## src/rtl/serial_alu_ctrl.sv

```systemverilog
// Bit-serial ALU sequencer: accepts an op over valid/ready, walks the operands LSB first
// through 1-bit gate logic with a carry flop, and presents the assembled result with flags.
module serial_alu_ctrl #(
   parameter int WIDTH = 8
) (
   input  logic             clk,
   input  logic             rst,
   input  logic             in_valid,
   output logic             in_ready,
   input  logic [2:0]       op,
   input  logic [WIDTH-1:0] a,
   input  logic [WIDTH-1:0] b,
   output logic             out_valid,
   input  logic             out_ready,
   output logic [WIDTH-1:0] result,
   output logic             carry,
   output logic             zero,
   output logic             err
);

   localparam int CW = (WIDTH > 1) ? $clog2(WIDTH) : 1;
   localparam logic [CW-1:0] CNT_LAST = CW'(WIDTH - 1);
   localparam logic [CW-1:0] CNT_ONE  = CW'(1);
   localparam logic [2:0] OP_NAND = 3'b000;
   localparam logic [2:0] OP_OR   = 3'b001;
   localparam logic [2:0] OP_NOT  = 3'b010;
   localparam logic [2:0] OP_EXOR = 3'b011;
   localparam logic [2:0] OP_ADD  = 3'b100;
   localparam logic [2:0] OP_SUB  = 3'b101;

   typedef enum logic [1:0] {
      S_IDLE = 2'b00,
      S_RUN  = 2'b01,
      S_DONE = 2'b10
   } state_t;

   state_t           r_state;
   state_t           w_state_nxt;
   logic [WIDTH-1:0] r_a;
   logic [WIDTH-1:0] r_b;
   logic [WIDTH-1:0] r_sh;
   logic [WIDTH-1:0] r_result;
   logic [2:0]       r_op;
   logic [CW-1:0]    r_cnt;
   logic             r_c;
   logic             r_carry;
   logic             r_zero;
   logic             r_err;

   logic             w_accept;
   logic             w_last;
   logic             w_ai;
   logic             w_bi;
   logic             w_bx;
   logic             w_bit;
   logic             w_c_nxt;
   logic             w_arith;
   logic             w_rsv;
   logic [WIDTH-1:0] w_sh_nxt;

   assign in_ready  = (r_state == S_IDLE) && !rst;
   assign out_valid = (r_state == S_DONE);
   assign w_accept  = in_valid && in_ready;
   assign w_last    = (r_cnt == CNT_LAST);
   assign w_arith   = (r_op == OP_ADD) || (r_op == OP_SUB);
   assign w_rsv     = r_op[2] & r_op[1];
   assign result    = r_result;
   assign carry     = r_carry;
   assign zero      = r_zero;
   assign err       = r_err;

   // State register
   always_ff @(posedge clk or posedge rst) begin
      if (rst) begin
         r_state <= S_IDLE;
      end else begin
         r_state <= w_state_nxt;
      end
   end

   // Next-state logic
   always_comb begin
      w_state_nxt = r_state;
      case (r_state)
         S_IDLE: if (w_accept) w_state_nxt = S_RUN;  else w_state_nxt = S_IDLE;
         S_RUN:  if (w_last)   w_state_nxt = S_DONE; else w_state_nxt = S_RUN;
         S_DONE: if (out_ready) w_state_nxt = S_IDLE; else w_state_nxt = S_DONE;
         default: w_state_nxt = S_IDLE;
      endcase
   end

   // One gate-level bit per cycle; SUB is ADD of the inverted operand with carry preset to 1
   always_comb begin
      w_ai    = r_a[r_cnt];
      w_bi    = r_b[r_cnt];
      w_bx    = (r_op == OP_SUB) ? ~w_bi : w_bi;
      w_c_nxt = (w_ai & w_bx) | (r_c & (w_ai ^ w_bx));
      case (r_op)
         OP_NAND: w_bit = ~(w_ai & w_bi);
         OP_OR:   w_bit = w_ai | w_bi;
         OP_NOT:  w_bit = ~w_ai;
         OP_EXOR: w_bit = w_ai ^ w_bi;
         OP_ADD,
         OP_SUB:  w_bit = w_ai ^ w_bx ^ r_c;
         default: w_bit = 1'b0;
      endcase
      w_sh_nxt = {w_bit, r_sh[WIDTH-1:1]};
   end

   // Operand capture, serial datapath and registered result/flags
   always_ff @(posedge clk or posedge rst) begin
      if (rst) begin
         r_a      <= '0;
         r_b      <= '0;
         r_op     <= 3'b000;
         r_cnt    <= '0;
         r_c      <= 1'b0;
         r_sh     <= '0;
         r_result <= '0;
         r_carry  <= 1'b0;
         r_zero   <= 1'b0;
         r_err    <= 1'b0;
      end else if (w_accept) begin
         r_a      <= a;
         r_b      <= b;
         r_op     <= op;
         r_cnt    <= '0;
         r_c      <= (op == OP_SUB);
         r_sh     <= '0;
         r_result <= '0;
         r_carry  <= 1'b0;
         r_zero   <= 1'b0;
         r_err    <= 1'b0;
      end else if (r_state == S_RUN) begin
         r_c  <= w_c_nxt;
         r_sh <= w_sh_nxt;
         if (w_last) begin
            r_result <= w_sh_nxt;
            r_carry  <= w_arith & w_c_nxt;
            r_zero   <= ~|w_sh_nxt;
            r_err    <= w_rsv;
         end else begin
            r_cnt <= r_cnt + CNT_ONE;
         end
      end
   end

endmodule

```

## config.mk

```make
export PLATFORM = sky130hd
export DESIGN_NAME = serial_alu_ctrl
export DESIGN_NICKNAME = d
export VERILOG_FILES = /design/src/rtl/serial_alu_ctrl.sv
export SDC_FILE = /design/constraint.sdc
export NUM_CORES = 1
export LEC_CHECK = 0
export CAP_MARGIN = 15
export CORE_MARGIN = 3
export CORE_UTILIZATION = 56
export CTS_CLUSTER_SIZE = 30
export DETAILED_ROUTE_END_ITERATION = 10
export PLACE_DENSITY = 0.84
export SLEW_MARGIN = 10
export SYNTH_ARGS = -nofsm -noshare
export SYNTH_HDL_FRONTEND = slang
export SYNTH_SLANG_ARGS = --single-unit
```

## constraint.sdc

```tcl
create_clock -name clk -period 6.5 [get_ports clk]
set_input_delay 1.3 -clock clk [delete_from_list [all_inputs] [get_ports clk]]
set_output_delay 1.3 -clock clk [all_outputs]
set_load 0.01 [all_outputs]
```

==> flow_summary.toml <==
[power]
sw_frac_of_total = 0.364
p_leak_uw = 0.00119
peakVddDrop_uv = 224
total_power_uw = 1160
p_per_area_mw_per_mm2 = 467
p_sw_uw = 423
pwr-share-clk = 0.175
p_seq_frac = 0.416
combPwrFrac = 0.409
power.internal_uw = 740

[grt]
track_usage = 0.204
grt_pass1_wl_um = 6740
grt_overflow = 0
antenna_found_initial = 0
grt_pass1_vias = 1524
grt_max_degree = 44

[sta]
setup_slack_ns = 2.65
hold_viol = 0
slew_violations = 0
worst_slew_margin_rel = 0.539
setup_viol = 0
skew_ns = 0.0130
worst_pin_slew_ns = 0.689
fin_crit_sh = 0.592
fmax_mhz = 260
min_period_ns = 3.85
rsz0062_at_grt = "false"
final.setup.tns_ns = 0

[detailed_routing]
drtIter0Drc = 118
drc = 0
drt_pass1_iterations = 4
wire_per_inst_um = 12.3
detail_route.vias_per_cell = 5.27
vias = 1598
drt-total-wl_um = 3720
ant_nets = 0

[setup_path]
critPathCaptureType = "output port"
critPathLaunchType = "input pin"
crit_type = "in -> out"
arrival_ns = 2.55
path_max_fanout = 3
critPathRequiredTime_ns = 5.20
regToRegStartpoint = "r_cnt[1]$_DFFE_PP0P_"
cp-startpoint = "rst"

[floorplan]
fp.dieW_um = 66.0
die_y_um = 66.0
start_util = 0.595
design.die.area_mm2 = 0.00436
coreArea_mm2 = 0.00339
pin_count = 36
rows = 21

[job]
cap_violations = 0

[final_layout]
final_util = 0.735
fill_cells = 231
mostFrequentLayoutCells = "nand2_1, dfrtp_1, clkdlybuf4s50_1"
antenna_cells = 0
multi_input_area_um2 = 876
finalInstanceArea_mm2 = 0.00249
syn_to_final_growth_pct = 23.5
final_nets = 284
mostFrequentLayoutCell = "nand2_1"
drive_gt1_frac = 0.0428
seq_area_mm2 = 0.00108

[cts]
clock_latency_ns = 0.36
post_cts_buffers = 0
cts_max_path_buffers = 2
cts_inserted_buffers = 5
hold_buffers = 0
post_cts_resized = 0
cts_tree = "built"
root_buffer = "clkbuf_4"
cts_sinks = 43
clkTransAtPathRegs_ns = 0.11
cts_htree_levels = 2

[placement]
gp_congestion = 0.767
place_area_mm2 = 0.00239
dp_worst_setup_slack_ns = 2.65
portBuffers = 35
dp_hpwl_um = 2560

[logic_synthesis]
synth_cells = 223
avgSynthCellArea_um2 = 9.04
yosysWarnings = 0
syn_nets = 251
syn-cell-area_mm2 = 0.00202
ys_seq_elements = 43
seq_area_frac_synth = 0.533
yosysUniqueCellTypes = 31

[hold_path]
hp-class = "reg -> reg"
hold_start = "r_b[7]$_DFFE_PP0P_"

[outcome]
status = "completed"
## Yosys cell counts
cell type | instances | area share
nand2_1 | 93 | 0.17
dfrtp_1 | 43 | 0.53
a21oi_1 | 18 | 0.045
buf_2 | 7 | 0.017
nor2_1 | 6 | 0.011
o21ai_0 | 6 | 0.015
mux2i_1 | 5 | 0.025
clkbuf_1 | 4 | 0.0074
ha_1 | 4 | 0.025
inv_1 | 4 | 0.0074
nand3_1 | 4 | 0.0099
nand2b_1 | 3 | 0.0093
nor2b_1 | 3 | 0.0093
a31oi_1 | 2 | 0.0062
and2_1 | 2 | 0.0062
mux4_1 | 2 | 0.026
nor3_1 | 2 | 0.0050
nor4_1 | 2 | 0.0062
a21o_1 | 1 | 0.0037
a22o_1 | 1 | 0.0043
a22oi_1 | 1 | 0.0037
a31o_2 | 1 | 0.0043
and3_1 | 1 | 0.0031
fa_1 | 1 | 0.0099
mux2i_4 | 1 | 0.011
nand3b_1 | 1 | 0.0037
nand4b_1 | 1 | 0.0043
o21ai_1 | 1 | 0.0025
or2_1 | 1 | 0.0031
xnor2_1 | 1 | 0.0043
xor2_1 | 1 | 0.0043
## worst max-delay path, cell delays in order
cell             delay [ns]
clkdlybuf4s50_1        0.42
nor3_1                 0.23
clkdlybuf4s50_1        0.59
## stage by stage
step	cells	hold WS, ns
after global placement	295	0.453
after detailed placement	295	0.457
after floorplan	223	0.437
final	303	0.484
after CTS	303	0.489
after global routing	303	0.498
## layer usage
metal  wire (um)  part of all wire  track usage
met4          91             0.024       0.0990
met3         175             0.047       0.0408
met1        1730              0.46        0.269
met5           0                 0            0
met2        1720              0.46        0.322
## path summary, 6_finish.rpt
path                                    endpoint  slack (ns)  cells after the start
min                           r_b[7]$_DFFE_PP0P_        0.48                      2
max reg2reg                     zero$_DFFE_PP0P_        3.76                      7
min reg2reg                   r_b[7]$_DFFE_PP0P_        0.48                      2
min in group asynchronous  result[6]$_DFFE_PP0P_        1.39                      3
max                                     in_ready        2.65                      3
max in group asynchronous    r_sh[3]$_DFFE_PP0P_        4.75                      3
## sequential cells by signal, indices dropped and copies added (netlist names)
signal,flops
carry,1
r_state,2
result,8
zero,1
r_cnt,3
r_sh,7
r_b,8
r_a,8
err,1
r_c,1
r_op,3
## layout make-up
class	count	share of cell area
sequential	43	0.432
multi-input combinational	165	0.352
timing repair buffer	37	0.147
clock inverter	2	0.0241
tap	46	0.0231
clock buffer	6	0.0166
inverter	4	0.00603
## logic make-up after synthesis
group / Yosys count / synth area share
simple gates: 119 / 0.244
flops: 43 / 0.533
compound gates: 31 / 0.0844
buf+inv: 15 / 0.0323
mux: 8 / 0.0620
fa+ha+maj: 5 / 0.0347
xor+xnor: 2 / 0.00869
## power by group through the flow
stage	Combinational, uW	Sequential [uW]	Clock (uW)
6_report	476	484	204
3_5_place_dp	478	488	0
4_1_cts	481	483	206
5_1_grt	547	503	218
2_1_floorplan	352	469	0
3_3_place_gp	458	483	0
(Power assumes the default switching activity.)
